File: src/rtl/core_wb_regfile_sb_pkg.sv
`default_nettype none
// ============================================================================
// core_wb_regfile_sb_pkg : shared widths and index constants for the regfile
// Revision: 1.0
// ============================================================================
package core_wb_regfile_sb_pkg;

  localparam int CORE_XLEN = 32;
  localparam int CORE_NREG = 32;
  localparam int CORE_AW   = $clog2(CORE_NREG);
  localparam int X0_IDX    = 0;

  typedef logic [CORE_AW-1:0] reg_idx_t;

endpackage
`default_nettype wire

File: src/rtl/core_wb_regfile_sb_busy.sv
`default_nettype none
// ============================================================================
// core_sb_busy : per-register busy scoreboard, pending counter, RAW/WAW stall
// Revision: 1.0
// ============================================================================
module core_sb_busy
  import core_wb_regfile_sb_pkg::*;
#(
  parameter int NREG = CORE_NREG,
  parameter int AW   = CORE_AW
) (
  input  logic          clk,
  input  logic          rst,
  input  logic          wb_en_i,
  input  logic [AW-1:0] wb_rd_i,
  input  logic          iss_valid_i,
  input  logic          iss_rd_wen_i,
  input  logic [AW-1:0] iss_rd_i,
  input  logic          iss_rs1_en_i,
  input  logic [AW-1:0] iss_rs1_i,
  input  logic          iss_rs2_en_i,
  input  logic [AW-1:0] iss_rs2_i,
  output logic          hazard_o,
  output logic [AW:0]   pending_cnt_o
);

  localparam logic [AW-1:0] X0 = AW'(X0_IDX);

  logic [NREG-1:0] busy_q, busy_d;
  logic [NREG-1:0] set_vec, clr_vec;
  logic [AW:0]     cnt_q, cnt_d;
  logic            raw1, raw2, waw;
  logic            fire, set_vld, clr_vld, inc, dec;

  // A writeback landing this cycle resolves the dependency through the bypass.
  assign raw1 = iss_rs1_en_i && (iss_rs1_i != X0) && busy_q[iss_rs1_i]
                && !(wb_en_i && (wb_rd_i == iss_rs1_i));
  assign raw2 = iss_rs2_en_i && (iss_rs2_i != X0) && busy_q[iss_rs2_i]
                && !(wb_en_i && (wb_rd_i == iss_rs2_i));
  assign waw  = iss_rd_wen_i && (iss_rd_i != X0) && busy_q[iss_rd_i]
                && !(wb_en_i && (wb_rd_i == iss_rd_i));

  assign hazard_o = iss_valid_i && (raw1 || raw2 || waw);
  assign fire     = iss_valid_i && !hazard_o;
  assign set_vld  = fire && iss_rd_wen_i && (iss_rd_i != X0);
  assign clr_vld  = wb_en_i && (wb_rd_i != X0);

  always_comb begin
    set_vec = '0;
    clr_vec = '0;
    if (set_vld) set_vec[iss_rd_i] = 1'b1;
    if (clr_vld) clr_vec[wb_rd_i] = 1'b1;
    // Set applied after clear: the newer producer owns the register.
    busy_d = (busy_q & ~clr_vec) | set_vec;
    inc    = set_vld && !busy_q[iss_rd_i];
    dec    = clr_vld && busy_q[wb_rd_i] && !(set_vld && (iss_rd_i == wb_rd_i));
    cnt_d  = cnt_q + {{AW{1'b0}}, inc} - {{AW{1'b0}}, dec};
  end

  always_ff @(posedge clk or posedge rst) begin
    if (rst) begin
      busy_q <= '0;
      cnt_q  <= '0;
    end else begin
      busy_q <= busy_d;
      cnt_q  <= cnt_d;
    end
  end

  assign pending_cnt_o = cnt_q;

endmodule
`default_nettype wire

File: src/rtl/core_wb_regfile_sb.sv
`default_nettype none
// ============================================================================
// core_wb_regfile_sb : integer register file with writeback bypass and scoreboard
// Revision: 1.0
// ============================================================================
module core_wb_regfile_sb
  import core_wb_regfile_sb_pkg::*;
#(
  parameter int XLEN = CORE_XLEN,
  parameter int NREG = CORE_NREG,
  parameter int AW   = CORE_AW
) (
  input  logic            clk,
  input  logic            rst,
  input  logic            wb_en_i,
  input  logic [AW-1:0]   wb_rd_i,
  input  logic [XLEN-1:0] wb_data_i,
  input  logic            iss_valid_i,
  input  logic            iss_rd_wen_i,
  input  logic [AW-1:0]   iss_rd_i,
  input  logic            iss_rs1_en_i,
  input  logic [AW-1:0]   iss_rs1_i,
  input  logic            iss_rs2_en_i,
  input  logic [AW-1:0]   iss_rs2_i,
  output logic [XLEN-1:0] rs1_data_o,
  output logic [XLEN-1:0] rs2_data_o,
  output logic            hazard_o,
  output logic [AW:0]     pending_cnt_o
);

  localparam logic [AW-1:0] X0 = AW'(X0_IDX);

  logic [XLEN-1:0] regs_q [NREG];

  function automatic logic [XLEN-1:0] read_port(
    input logic [AW-1:0]   idx,
    input logic            wen,
    input logic [AW-1:0]   wrd,
    input logic [XLEN-1:0] wdata,
    input logic [XLEN-1:0] stored
  );
    if (idx == X0)                  return '0;
    else if (wen && (wrd == idx))   return wdata;
    else                            return stored;
  endfunction

  // Entry 0 is reset and never written, so it stays zero.
  always_ff @(posedge clk or posedge rst) begin
    if (rst) begin
      for (int i = 0; i < NREG; i++) regs_q[i] <= '0;
    end else if (wb_en_i && (wb_rd_i != X0)) begin
      regs_q[wb_rd_i] <= wb_data_i;
    end
  end

  assign rs1_data_o = read_port(iss_rs1_i, wb_en_i, wb_rd_i, wb_data_i, regs_q[iss_rs1_i]);
  assign rs2_data_o = read_port(iss_rs2_i, wb_en_i, wb_rd_i, wb_data_i, regs_q[iss_rs2_i]);

  core_sb_busy #(
    .NREG (NREG),
    .AW   (AW)
  ) u_busy (
    .clk           (clk),
    .rst           (rst),
    .wb_en_i       (wb_en_i),
    .wb_rd_i       (wb_rd_i),
    .iss_valid_i   (iss_valid_i),
    .iss_rd_wen_i  (iss_rd_wen_i),
    .iss_rd_i      (iss_rd_i),
    .iss_rs1_en_i  (iss_rs1_en_i),
    .iss_rs1_i     (iss_rs1_i),
    .iss_rs2_en_i  (iss_rs2_en_i),
    .iss_rs2_i     (iss_rs2_i),
    .hazard_o      (hazard_o),
    .pending_cnt_o (pending_cnt_o)
  );

endmodule
`default_nettype wire

File: config.mk
export PLATFORM = sky130hd
export DESIGN_NAME = core_wb_regfile_sb
export DESIGN_NICKNAME = d
export VERILOG_FILES = /design/src/rtl/core_wb_regfile_sb_pkg.sv /design/src/rtl/core_wb_regfile_sb_busy.sv /design/src/rtl/core_wb_regfile_sb.sv
export SDC_FILE = /design/constraint.sdc
export NUM_CORES = 2
export LEC_CHECK = 0
export ABC_AREA = 1
export ABC_CLOCK_PERIOD_IN_PS = 48300
export BUFFER_PORTS_ARGS = -buffer_cell sky130_fd_sc_hd__buf_2
export CAP_MARGIN = 30
export CELL_PAD_IN_SITES_DETAIL_PLACEMENT = 2
export CELL_PAD_IN_SITES_GLOBAL_PLACEMENT = 2
export CORE_MARGIN = 1.5
export CORE_UTILIZATION = 38
export DETAILED_ROUTE_END_ITERATION = 8
export PLACE_DENSITY_LB_ADDON = 0.12
export SLEW_MARGIN = 10
export SYNTH_ARGS = -nofsm -noshare
export SYNTH_HDL_FRONTEND = slang
export SYNTH_SLANG_ARGS = --single-unit
File: constraint.sdc
create_clock -name clk -period 48.3 [get_ports clk]
set_clock_uncertainty 0.2 [all_clocks]
set_input_delay 12.075 -clock clk [delete_from_list [all_inputs] [get_ports clk]]
set_output_delay 12.075 -clock clk [all_outputs]
set_load 0.02 [all_outputs]
=== After elaboration in Yosys (flattened, before gate mapping) ===
Cells that the tools add are included.

* Bits in registers: 1,062
* Bits in latches: 0
* Memory bits (writable): 0
* ROM bits: 0
* Input bits: 59
* Output and inout bits: 71
* Logic and storage cells: 121
* Memories: 0

* $add $sub $neg: 2
* Multiply operators: 0
* Div/mod/pow operators: 0
* $lt $le $gt $ge: 10
* Eq/ne operators: 4
* Shifts and indexed selects: 0
* Multiplexer cells: 27
* Bitwise logic cells: 6
* Reduce and logical (&&, ||, !) cells: 38

{| class="wikitable"
|+ Operators by type and width
! cell !! number
|-
| $bwmux 1024 || 1
|-
| $mux 32 || 11
|-
| $bmux 32 s5 || 2
|-
| $demux 32 s5 || 1
|-
| $and 32x32->32 || 1
|-
| $not 32->32 || 1
|-
| $or 32x32->32 || 1
|-
| $logic_and 1x1->1 || 24
|-
| $lt 5x6->1 const B || 4
|-
| $bmux 1 s5 || 4
|-
| $eq 5x5->1 || 4
|-
| $reduce_bool 5->1 || 4
|-
| $ge 6x6->1 const B || 3
|-
| $not 5->6 || 3
|-
| $demux 1 s5 || 2
|-
| $ge 5x1->1 const B || 2
|-
| $logic_not 5->1 || 2
|-
| $add 6x1->6 || 1
|-
| $logic_not 1->1 || 6
|-
| $lt 6x1->1 const B || 1
|-
| $mux 1 || 6
|-
| $sub 6x1->6 || 1
|-
| $logic_or 1x1->1 || 2
|}

=== Depth between registers and ports, before layout ===
* Depth in word-level cells: 15
* Gate-level depth with buffers: 26
* Mapped depth without buffers: 23

=== Hierarchy ===
From an unflattened synthesis, not the netlist that was laid out.

* Cell total of the unflattened synthesis: 9,356
* Area total of the unflattened synthesis: 63,083.0 µm²

{| class="wikitable"
|+ Modules (own cells, without submodules)
! module !! times used !! cells an instance !! area each (µm²) !! seq. area each (µm²)
|-
| core_wb_regfile_sb || 1 || 8,792 || 59,635.9 || 25,624.6
|-
| core_sb_busy || 1 || 564 || 3,447.1 || 950.9
|}

=== Least setup slack after synthesis ===
Ideal clock, no wire load.

* Path type: input port to output port
* Start point: input iss_rs1_i[1]
* End point: output rs1_data_o[1]
* Arrival: 13.704 ns
* Slack: 22.321 ns
* Cell stages on the path: 11
* Buffers on the path: 4
* Cell sequence: buf_4 inv_2 buf_4 buf_4 buf_2 o21ai_0 o211ai_1 nand3_1 nand3_1 a21oi_1 a211oi_1

* Word-level cells in the longest chain between the ends: 6

{| class="wikitable"
|+ RTL lines
! element !! line !! text
|-
| start: declaration || core_wb_regfile_sb.sv:22 || <nowiki>input logic [AW-1:0] iss_rs1_i,</nowiki>
|-
| $not 5->6 (not written as such) || core_wb_regfile_sb.sv:56 || <nowiki>assign rs1_data_o = read_port(iss_rs1_i, wb_en_i, wb_rd_i, wb_data_i, regs_q[iss_rs1_i]);</nowiki>
|-
| $bmux 32 s5 || core_wb_regfile_sb.sv:56 ||
|-
| $mux 32 (not written as such) (2 in series) || core_wb_regfile_sb.sv:56 ||
|-
| $mux 32 || core_wb_regfile_sb.sv:43 || <nowiki>else if (wen && (wrd == idx)) return wdata;</nowiki>
|-
| $mux 32 (*) || core_wb_regfile_sb.sv:42 || <nowiki>if (idx == X0) return '0;</nowiki>
|-
| end: declaration || core_wb_regfile_sb.sv:25 || <nowiki>output logic [XLEN-1:0] rs1_data_o,</nowiki>
|}

Mark *: on every way between the ends. The rest lies on a longest branch, timed or not. The select of a mux whose other input is x is not followed.

=== Worst setup path in the final report ===
* Start point: input iss_rs2_i[0]
* End point: output rs2_data_o[18]

* Word-level cells in the longest chain between the ends: 6

{| class="wikitable"
|+ RTL lines
! element !! line !! text
|-
| start: declaration || core_wb_regfile_sb.sv:24 || <nowiki>input logic [AW-1:0] iss_rs2_i,</nowiki>
|-
| $not 5->6 (not written as such) || core_wb_regfile_sb.sv:57 || <nowiki>assign rs2_data_o = read_port(iss_rs2_i, wb_en_i, wb_rd_i, wb_data_i, regs_q[iss_rs2_i]);</nowiki>
|-
| $bmux 32 s5 || core_wb_regfile_sb.sv:57 ||
|-
| $mux 32 (not written as such) (2 in series) || core_wb_regfile_sb.sv:57 ||
|-
| $mux 32 || core_wb_regfile_sb.sv:43 ||
|-
| $mux 32 (*) || core_wb_regfile_sb.sv:42 ||
|-
| end: declaration || core_wb_regfile_sb.sv:26 || <nowiki>output logic [XLEN-1:0] rs2_data_o,</nowiki>
|}

Marked as above.

==> impl_metrics.json <==
{
  "ys_types": 38,
  "yosys_most_used_dff": "dfrtp_1",
  "wl_um": 299300,
  "cts_tree": "yes",
  "grt_max_degree": 200,
  "cts_root_buf": "clkbuf_16",
  "dieArea_um2": 158300,
  "clk_path_buf_depth": 3,
  "fin_crit_ps": 29720,
  "start_util": 0.3838,
  "hpwl_um": 170100,
  "route.detailed.drc": 0,
  "synth.top_cell.area_share": 0.4484,
  "avgSynthCellArea_um2": 7.383,
  "finalSetupViolCount": 0,
  "row_count": 144,
  "crit_chain": "buf_8 > buf_4 > buf_4 > buf_4 > buf_4 > o21ai_0 > a21oi_1 > o21ai_1 > o22ai_1 > nand2_1 > a31oi_1 > buf_2",
  "ios": 130,
  "async_flop_share": 1.000,
  "grt_pass1_wl_um": 444800,
  "core_um2": 154400,
  "ir_worst_vdd_v": 0.00004180,
  "yosysMostFrequentCell": "o21ai_0",
  "grt_overflow": 0,
  "slowest_delay_ps": 790,
  "seq_area_frac_synth": 0.4484,
  "cts_resized": 0,
  "antenna_found_initial": 28,
  "wl_met3_um": 19270,
  "max_slew_margin": 0.1983,
  "wl_met1_um": 125100,
  "fin_tns_setup_ps": 0,
  "wire_per_inst_um": 30.58,
  "status": "completed",
  "critical_path.slowest_cell": "buf_4",
  "synthXorXnorAreaFrac": 0.001626,
  "synth_edf_count": 0,
  "rsz0062_at_grt": "no",
  "syn2layout_area_growth_pct": 9.809,
  "dp_cells": 9523,
  "grt_usage": 0.3759,
  "start_kind": "input pin",
  "cp.required_ps": 36030,
  "period_share": 0.6153,
  "synth_top_family_by_area": "compound AO/OA/AOI/OAI gates",
  "htreeDepth": 4,
  "routed_via_density": 6.326,
  "synth_area_leaders": "dfrtp_1 45%, o21ai_0 17%, nand2_1 9.7%",
  "final_nets": 7690,
  "synthCells": 8027,
  "clock.fmax_ghz": 0.03365,
  "crit_family": "buffers and inverters",
  "worst_slew_pin_slew_ps": 1195,
  "drtIter0Drc": 5505,
  "clkLatencyLatePin_ps": 790,
  "postCtsHoldBufs": 0,
  "power.density_nw_per_um2": 42.91,
  "place_area_um2": 60440,
  "clk_pin_slew_worst_paths_ps": 60,
  "hold_viol_final": 0,
  "cts_sinks": 1062,
  "grt_pass1_vias": 65730,
  "ant_nets": 0,
  "synth_simple_gate_area_frac": 0.1711,
  "final_area_um2": 65080,
  "ys_ff_latch": 1062,
  "layout-drive-gt1-share": 0.07284,
  "cp_max_fo": 94,
  "crit_type": "in -> out",
  "cts-buffers-inserted": 135,
  "synth-compound-area-share": 0.2817,
  "slew_violations": 0,
  "stdcell_count": 9788,
  "first_pass_iters": 5,
  "critPathCaptureType": "output pin",
  "die_x_um": 397.9,
  "syn-num-nets": 8093,
  "gp_congestion": 0.8383,
  "hold_path.class": "reg -> reg",
  "post_cts_buffers": 0,
  "yosysWarnings": 0,
  "dr.max_layer_used": "met5",
  "p_leak_nw": 28.51,
  "die_y_um": 397.9,
  "synth_area_um2": 59260,
  "critical_path_arrival_ps": 17440,
  "vias": 61910,
  "worst_path_most_repeated_cell": "buf_4",
  "portBuffers": 129,
  "yosys.area.top_type": "dfrtp_1",
  "maxCapViolations": 0,
  "synthAdderAreaFrac": 0.001605,
  "fillCellCount": 17770,
  "muxShareOfSynthArea": 0,
  "dr_wl_met2_um": 140800,
  "cp_num_buf_inv": 6,
  "synth_common_cells": "1,977 x o21ai_0, 1,533 x nand2_1, 1,062 x dfrtp_1"
}
[through the flow]
step           hold slack (ps)  setup slack [ps]    util  power, mW
4_1_cts                  182.0             18700  0.4199      2.794
5_1_grt                  199.6             18470  0.4213      2.924
3_3_place_gp             166.2             18800  0.3896      1.709
6_report                 177.6             18580  0.4215      2.792
2_1_floorplan            229.0              6131       -      1.545
3_5_place_dp             168.4             18720  0.3914      1.754
[worst paths after layout]
kind | start | to | cells after the start | slack [ps]
max | iss_rs2_i[0] | rs2_data_o[18] | 12 | 18580
min | regs_q[1023] | regs_q[1023] | 0 | 180
max reg2reg | u_busy.busy_q[3] | u_busy.pending_cnt_o[4] | 19 | 44170
min reg2reg | regs_q[1023] | regs_q[1023] | 0 | 180
max in group asynchronous | rst | regs_q[298] | 6 | 33630
min in group asynchronous | rst | regs_q[835] | 2 | 11200
[metal layers]
layer / GRT usage / vias to the layer above
met5: 0 / -
met4: 0.1788 / 10
met3: 0.05400 / 645
met2: 0.6151 / 2300
met1: 0.4882 / 32570
li1: - / 26390
[sequential cells by signal (all words and copies together) (netlist names)]
| register | count |
|---|---|
| regs_q | 1024 |
| u_busy.busy_q | 32 |
| u_busy.pending_cnt_o | 6 |
[cells by family after synthesis]
logic type,Yosys count
flip-flops,1062
AND/OR/NAND/NOR,2485
adder cells (fa/ha/maj),7
buffers and inverters,1349
AO/OA/AOI/OAI,3113
XOR/XNOR,11
[worst register-to-register path, delay by kind of cell (launching register included)]
| family | cells | cell delay (ps) |
|---|---|---|
| AO/OA/AOI/OAI | 2 | 360 |
| XOR/XNOR | 1 | 140 |
| AND/OR/NAND/NOR | 10 | 1760 |
| adder cells (fa/ha/maj) | 3 | 880 |
| flip-flops | 1 | 400 |
| buffers and inverters | 3 | 280 |
[cells in the final DEF (no fill, tap or decap), types with 5 or more instances in the layout]
cell type and n:
nand3_1 507, inv_2 14, clkinv_2 19, buf_12 14, nor2_4 13, o21ai_2 16
dfrtp_1 1062, o21ai_1 123, clkbuf_1 38, buf_2 120, inv_1 519, ha_1 6
diode_2 15, o21ai_0 1977, nor3_2 8, clkbuf_8 30, buf_16 12, nand2_1 1511
o2111ai_1 34, inv_6 9, xor2_1 7, a211oi_1 5, o221ai_1 69, nor3_1 9
a31oi_1 13, nor2_1 397, a21oi_1 600, buf_4 113, clkbuf_16 141, o211ai_1 230
nand2_4 22, o22ai_1 41
[where the power goes]
part,switching (mW),internal [mW],leakage (nW),total (mW)
sequential,0.119,1.06,13.4,1.18
combinational,0.398,0.178,12.9,0.576
clock,0.432,0.603,2.17,1.03
[area by class of cell]
type / count / area, µm² / area share
Multi-Input combinational cell: 5616 / 27260 / 0.4189
Sequential cell: 1062 / 26580 / 0.4084
Clock buffer: 209 / 4084 / 0.06276
Tap cell: 2044 / 2557 / 0.03930
Timing Repair Buffer: 266 / 2153 / 0.03309
Inverter: 543 / 2093 / 0.03217
Clock inverter: 33 / 316.6 / 0.004864
Antenna cell: 15 / 37.54 / 0.0005768
Note: power is estimated with default switching activity, not from simulation.
